$ cat src/rtl/wb_pipe_unit.sv
// Writeback stage: latches one pipeline entry, extracts and extends load data,
// selects the writeback source and counts retired register writes.
module wb_pipe_unit #(
   parameter int NB_DATA = 32,
   parameter int NB_ADDR = 5,
   parameter int NB_CNT  = 16
) (
   input  logic               i_clk,
   input  logic               i_rst_n,
   input  logic               i_stall,
   input  logic               i_flush,
   input  logic               i_valid,
   input  logic [NB_DATA-1:0] i_mem_data,
   input  logic [NB_DATA-1:0] i_alu_result,
   input  logic [NB_DATA-1:0] i_pc_link,
   input  logic [1:0]         i_byte_off,
   input  logic [1:0]         i_load_size,
   input  logic               i_load_unsigned,
   input  logic [1:0]         i_wb_sel,
   input  logic [NB_ADDR-1:0] i_reg2write,
   input  logic               i_regWrite,
   input  logic               i_cnt_clear,
   output logic [NB_DATA-1:0] o_write_data,
   output logic [NB_ADDR-1:0] o_reg2write,
   output logic               o_regWrite,
   output logic [NB_CNT-1:0]  o_wb_count
);

   logic               valid_q;
   logic [NB_DATA-1:0] mem_q;
   logic [NB_DATA-1:0] alu_q;
   logic [NB_DATA-1:0] link_q;
   logic [1:0]         off_q;
   logic [1:0]         size_q;
   logic               uns_q;
   logic [1:0]         sel_q;
   logic [NB_ADDR-1:0] rd_q;
   logic               we_q;
   logic [NB_CNT-1:0]  cnt_q;

   logic [7:0]         byte_val;
   logic [15:0]        half_val;
   logic [NB_DATA-1:0] load_data;
   logic               retire;

   // Flush only kills the entry; the other fields keep whatever they held.
   always_ff @(posedge i_clk or negedge i_rst_n) begin
      if (!i_rst_n) begin
         valid_q <= 1'b0;
         mem_q   <= '0;
         alu_q   <= '0;
         link_q  <= '0;
         off_q   <= '0;
         size_q  <= '0;
         uns_q   <= 1'b0;
         sel_q   <= '0;
         rd_q    <= '0;
         we_q    <= 1'b0;
      end else if (i_flush) begin
         valid_q <= 1'b0;
      end else if (!i_stall) begin
         valid_q <= i_valid;
         mem_q   <= i_mem_data;
         alu_q   <= i_alu_result;
         link_q  <= i_pc_link;
         off_q   <= i_byte_off;
         size_q  <= i_load_size;
         uns_q   <= i_load_unsigned;
         sel_q   <= i_wb_sel;
         rd_q    <= i_reg2write;
         we_q    <= i_regWrite;
      end
   end

   always_comb begin
      byte_val = mem_q[7:0];
      case (off_q)
         2'd0:    byte_val = mem_q[7:0];
         2'd1:    byte_val = mem_q[15:8];
         2'd2:    byte_val = mem_q[23:16];
         default: byte_val = mem_q[31:24];
      endcase
      half_val = off_q[1] ? mem_q[31:16] : mem_q[15:0];
      case (size_q)
         2'b00:   load_data = {{(NB_DATA-8){byte_val[7] & ~uns_q}}, byte_val};
         2'b01:   load_data = {{(NB_DATA-16){half_val[15] & ~uns_q}}, half_val};
         default: load_data = mem_q;
      endcase
   end

   always_comb begin
      case (sel_q)
         2'b01:   o_write_data = load_data;
         2'b10:   o_write_data = link_q;
         default: o_write_data = alu_q;
      endcase
   end

   assign o_reg2write = rd_q;
   assign o_regWrite  = valid_q & we_q & (rd_q != '0);
   assign o_wb_count  = cnt_q;

   // An entry retires only when it leaves the latch, so a stalled write counts once.
   assign retire = o_regWrite & (~i_stall | i_flush);

   always_ff @(posedge i_clk or negedge i_rst_n) begin
      if (!i_rst_n) begin
         cnt_q <= '0;
      end else if (i_cnt_clear) begin
         cnt_q <= '0;
      end else if (retire && !(&cnt_q)) begin
         cnt_q <= cnt_q + 1'b1;
      end
   end

endmodule

$ cat config.mk
export PLATFORM = sky130hd
export DESIGN_NAME = wb_pipe_unit
export DESIGN_NICKNAME = d
export VERILOG_FILES = /design/src/rtl/wb_pipe_unit.sv
export SDC_FILE = /design/constraint.sdc
export NUM_CORES = 1
export LEC_CHECK = 0
export BUFFER_PORTS_ARGS = -buffer_cell sky130_fd_sc_hd__buf_2
export CORE_AREA = 2 2 119 121
export CTS_CLUSTER_SIZE = 12
export DETAILED_ROUTE_END_ITERATION = 12
export DIE_AREA = 0 0 121 123
export HOLD_SLACK_MARGIN = 0.03
export PLACE_DENSITY = 0.74
export SYNTH_ARGS = -nofsm -noshare
export SYNTH_HDL_FRONTEND = slang
export SYNTH_SLANG_ARGS = --single-unit
$ cat constraint.sdc
create_clock -name i_clk -period 4.9 [get_ports i_clk]
set_input_delay 0.98 -clock i_clk [delete_from_list [all_inputs] [get_ports i_clk]]
set_output_delay 0.98 -clock i_clk [all_outputs]
set_load 0.005 [all_outputs]
==> summary.txt <==
Global route
  • Tot GR Track Use: roughly 22%
  • Largest net degree at the start of global routing: 65
  • Initial antenna violation count: 0
  • First-pass GRT wire length: about 25000 um
  • GR Overflow Total: 0
  • Vias in the first global route: 4961

STA
  • Final setup violation count: 0
  • Hold Fails Final Rpt: 0
  • Clk_skew: between 0.009 and 0.01 ns
  • Slew headroom: roughly a third
  • Final Cycle Share: 76.9%
  • Setup_tns: 0 ns
  • Unrepaired setup endpoints after global routing: no
  • Setup ws final: 1.13 ns
  • Fmax: ~270 MHz
  • Max Transition Viols Final: 0
  • Final min period: ~3.8 ns
  • Worst Tran Pin Value: between 1 and 1.5 ns

Logic synthesis
  • Yosys Warn Count: 0
  • Area contributors post-synth: dfrtp_1, mux2_2, nand2_1, a21oi_1, a221oi_1
  • Mux cell area share after synthesis: 21.4%
  • Post-synthesis cell type count: 40
  • Asr flop ratio synth: between 90% and 100%
  • Synth Area in Compound Gates: approximately 11%
  • Area leader, netlist: dfrtp_1
  • Post-Synth Simple-Gate Area: between 10 and 15%
  • Mapped Nets: 666
  • Synth Area in Adders: less than 1%
  • Largest family of logic cells by synthesized area: multiplexers
  • XOR/XNOR Fraction of Synth Area: less than 1%
  • Main synth FF type: dfrtp_1
  • Number of flops mapped to enable cells by yosys: 0
  • Most common cell in the netlist: dfrtp_1
  • Top cell type's share of synthesized area: roughly 50%
  • Mapped Area: roughly 0.0062 mm2
  • #FFs+latches synth: 126
  • Syn avg cell area: roughly 11 um2
  • Register area share after synthesis: approximately half
  • Most frequent cells after synthesis: dfrtp_1, mux2_2, nand2_1, nor2_1, a21oi_1
  • Synth Instances: roughly 550

Clock tree
  • H-tree levels: 4
  • Post-cts resize count: 0
  • CTS tree: done
  • Post-cts hold buffer count: 0
  • Clock transition at path regs: roughly 0.050 ns
  • Post-CTS setup buffer count: 0
  • Clock latency on the worst-skew pair: 0.42 ns
  • CTS root buf: clkbuf_16
  • CTS buffer count: 17
  • Clock buffer depth: 2
  • TritonCTS Sinks: ~130

Detailed routing
  • DRC errors left: 0
  • Total Routed Length: between 15000 and 20000 um
  • Via density per instance: ~5.4
  • WL/cell: 17.7 um
  • Via Count: a little under 5000
  • ANT nets after route: 0
  • Drt first pass iters: 4
  • Initial DRC count: 291

Place
  • PortBufs: 168
  • Routability cong.: between 0.8 and 0.9
  • Place WS: between 1.5 and 2 ns
  • HPWL Detailed: around 11000 um

Floorplanning
  • Core Rows: between 40 and 50
  • I/O pin count: 169
  • Die ar.: 0.0149 mm2
  • Die height: about 120 um
  • Core Footprint: ~0.014 mm2
  • Die width: 121 um
  • Initial Utilization: 45.2%

Critical path
  • Crit-path max FO: 16
  • Worst Setup End Kind: primary output
  • CP Class: reg2out
  • Max stage delay cell, worst path: and2_1
  • Cells along the critical path: inv_1 -> ha_2 -> and2b_1 -> and2_1 -> a221oi_1 -> nand2_1 -> buf_2
  • WP data arrival: about 2.8 ns
  • Critical Path Start Type: flop
  • Worst path required time: just under 4 ns
  • CP max stage delay: roughly 0.66 ns

Outcome
  • Status: finished, final reports clean

Hold path
  • Hold Crit Class: reg2reg

Layout
  • Layout cells sized above 1: between 40 and 50%
  • Syn-to-layout area delta: 24.8%
  • N_diodes: 0
  • Final net count: between 800 and 900

Power and ir drop
  • VDD IR-drop max: between 0.0002 and 0.00025 V
  • LEAKAGE: about 3.5 nW
  • Power density over cell area: between 400 and 500 mW/mm2

Flow run
  • Max Cap Viol: 0
==> cell usage in the layout, fill, tap and decap left out, drive strengths merged <==
master,n
inv,5
o2111ai,1
o221ai,14
mux2i,9
clkinvlp,1
a32oi,1
a21oi,29
and2,2
nor2b,8
buf,174
o21ai,18
nand4b,1
clkinv,3
nor2,33
and2b,1
nand3,9
and3,4
or3,9
ha,3
or4,4
a221oi,16
nor3b,8
mux4,1
o31ai,4
bufinv,2
dfrtp,126
o211ai,14
nor3,1
nand4,2
xor2,2
and4,1
mux2,107
o31a,1
clkbuf,25
nand2b,1
nand2,74
==> final timing paths <==
check | from | to | slack, ns | cells after the start
worst max-delay path | sel_q[0]$_DFFE_PN0P_ | o_write_data[24] | 1.13 | 7
worst min register to register | alu_q[6]$_DFFE_PN0P_ | alu_q[6]$_DFFE_PN0P_ | 0.51 | 1
worst max register to register | o_wb_count[0]$_DFFE_PN0P_ | o_wb_count[15]$_DFFE_PN0P_ | 2.84 | 6
min in group asynchronous | i_rst_n | mem_q[31]$_DFFE_PN0P_ | 0.68 | 1
worst min-delay path | alu_q[6]$_DFFE_PN0P_ | alu_q[6]$_DFFE_PN0P_ | 0.51 | 1
max in group asynchronous | i_rst_n | mem_q[29]$_DFFE_PN0P_ | 3.27 | 2
==> state kept, by name, indices dropped and copies added, names as in the netlist <==
| signal | cells |
|---|---|
| sel_q | 2 |
| mem_q | 32 |
| uns_q | 1 |
| off_q | 2 |
| o_reg2write | 5 |
| alu_q | 32 |
| o_wb_count | 16 |
| valid_q | 1 |
| we_q | 1 |
| link_q | 32 |
| size_q | 2 |
==> cell type report <==
cell class,count,area [um2]
clock buffer,25,495
clock inverter,6,82.6
tap,180,225
sequential,126,3150
timing repair buffer,174,901
fill,1167,5930
multi-input combinational,378,2810
inverter,5,18.8
==> report_power, final <==
group          leakage (nW)  total (mW)  switching, mW  internal (mW)
registers              1.52        1.29          0.113           1.18
logic                  1.72       0.606          0.298          0.308
clock network         0.283        1.22          0.427          0.797
total                  3.52        3.12          0.838           2.28
==> critical path, delay by kind of cell (launching register included) <==
family	cells	cell delay [ns]
simple gates	3	1.31
buf+inv	2	0.21
compound gates	1	0.18
fa+ha+maj	1	0.28
flops	1	0.39
==> kinds of logic (layout without fill, tap and decap cells) <==
| group | after synthesis | after routing |
|---|---|---|
| xor gates and xnor gates | 2 | 2 |
| AOI/OAI and AO/OA | 98 | 98 |
| buffers and inverters | 44 | 210 |
| DFF | 126 | 126 |
| and+or+nand+nor | 158 | 158 |
| adders and majority gates | 3 | 3 |
| muxes | 117 | 117 |
==> routing by layer <==
layer / track usage (%) / vias up / part of all wire (%)
li1: - / 2294 / -
met1: 26.2 / 2395 / 42
met2: 37.7 / 150 / 51
met3: 5.86 / 17 / 6.3
met4: 8.14 / 0 / 1.6
met5: 0 / - / 0
==> per-stage QoR <==
| step | instances | hold WS (ns) | power [mW] | util [%] | instance area [um2] |
|---|---|---|---|---|---|
| finish | 894 | 0.506 | 3.12 | 56.4 | 7680 |
| global route | 894 | 0.513 | 3.28 | 56.4 | 7680 |
| CTS | 894 | 0.508 | 3.15 | 56.4 | 7680 |
| detailed placement | 863 | 0.495 | 1.91 | 52.2 | 7110 |
| global placement | 863 | 0.489 | 1.89 | 52.2 | 7110 |
| floorplan | 548 | 0.481 | 1.66 | - | 6160 |
No activity file was read; power rests on OpenSTA's default activity.
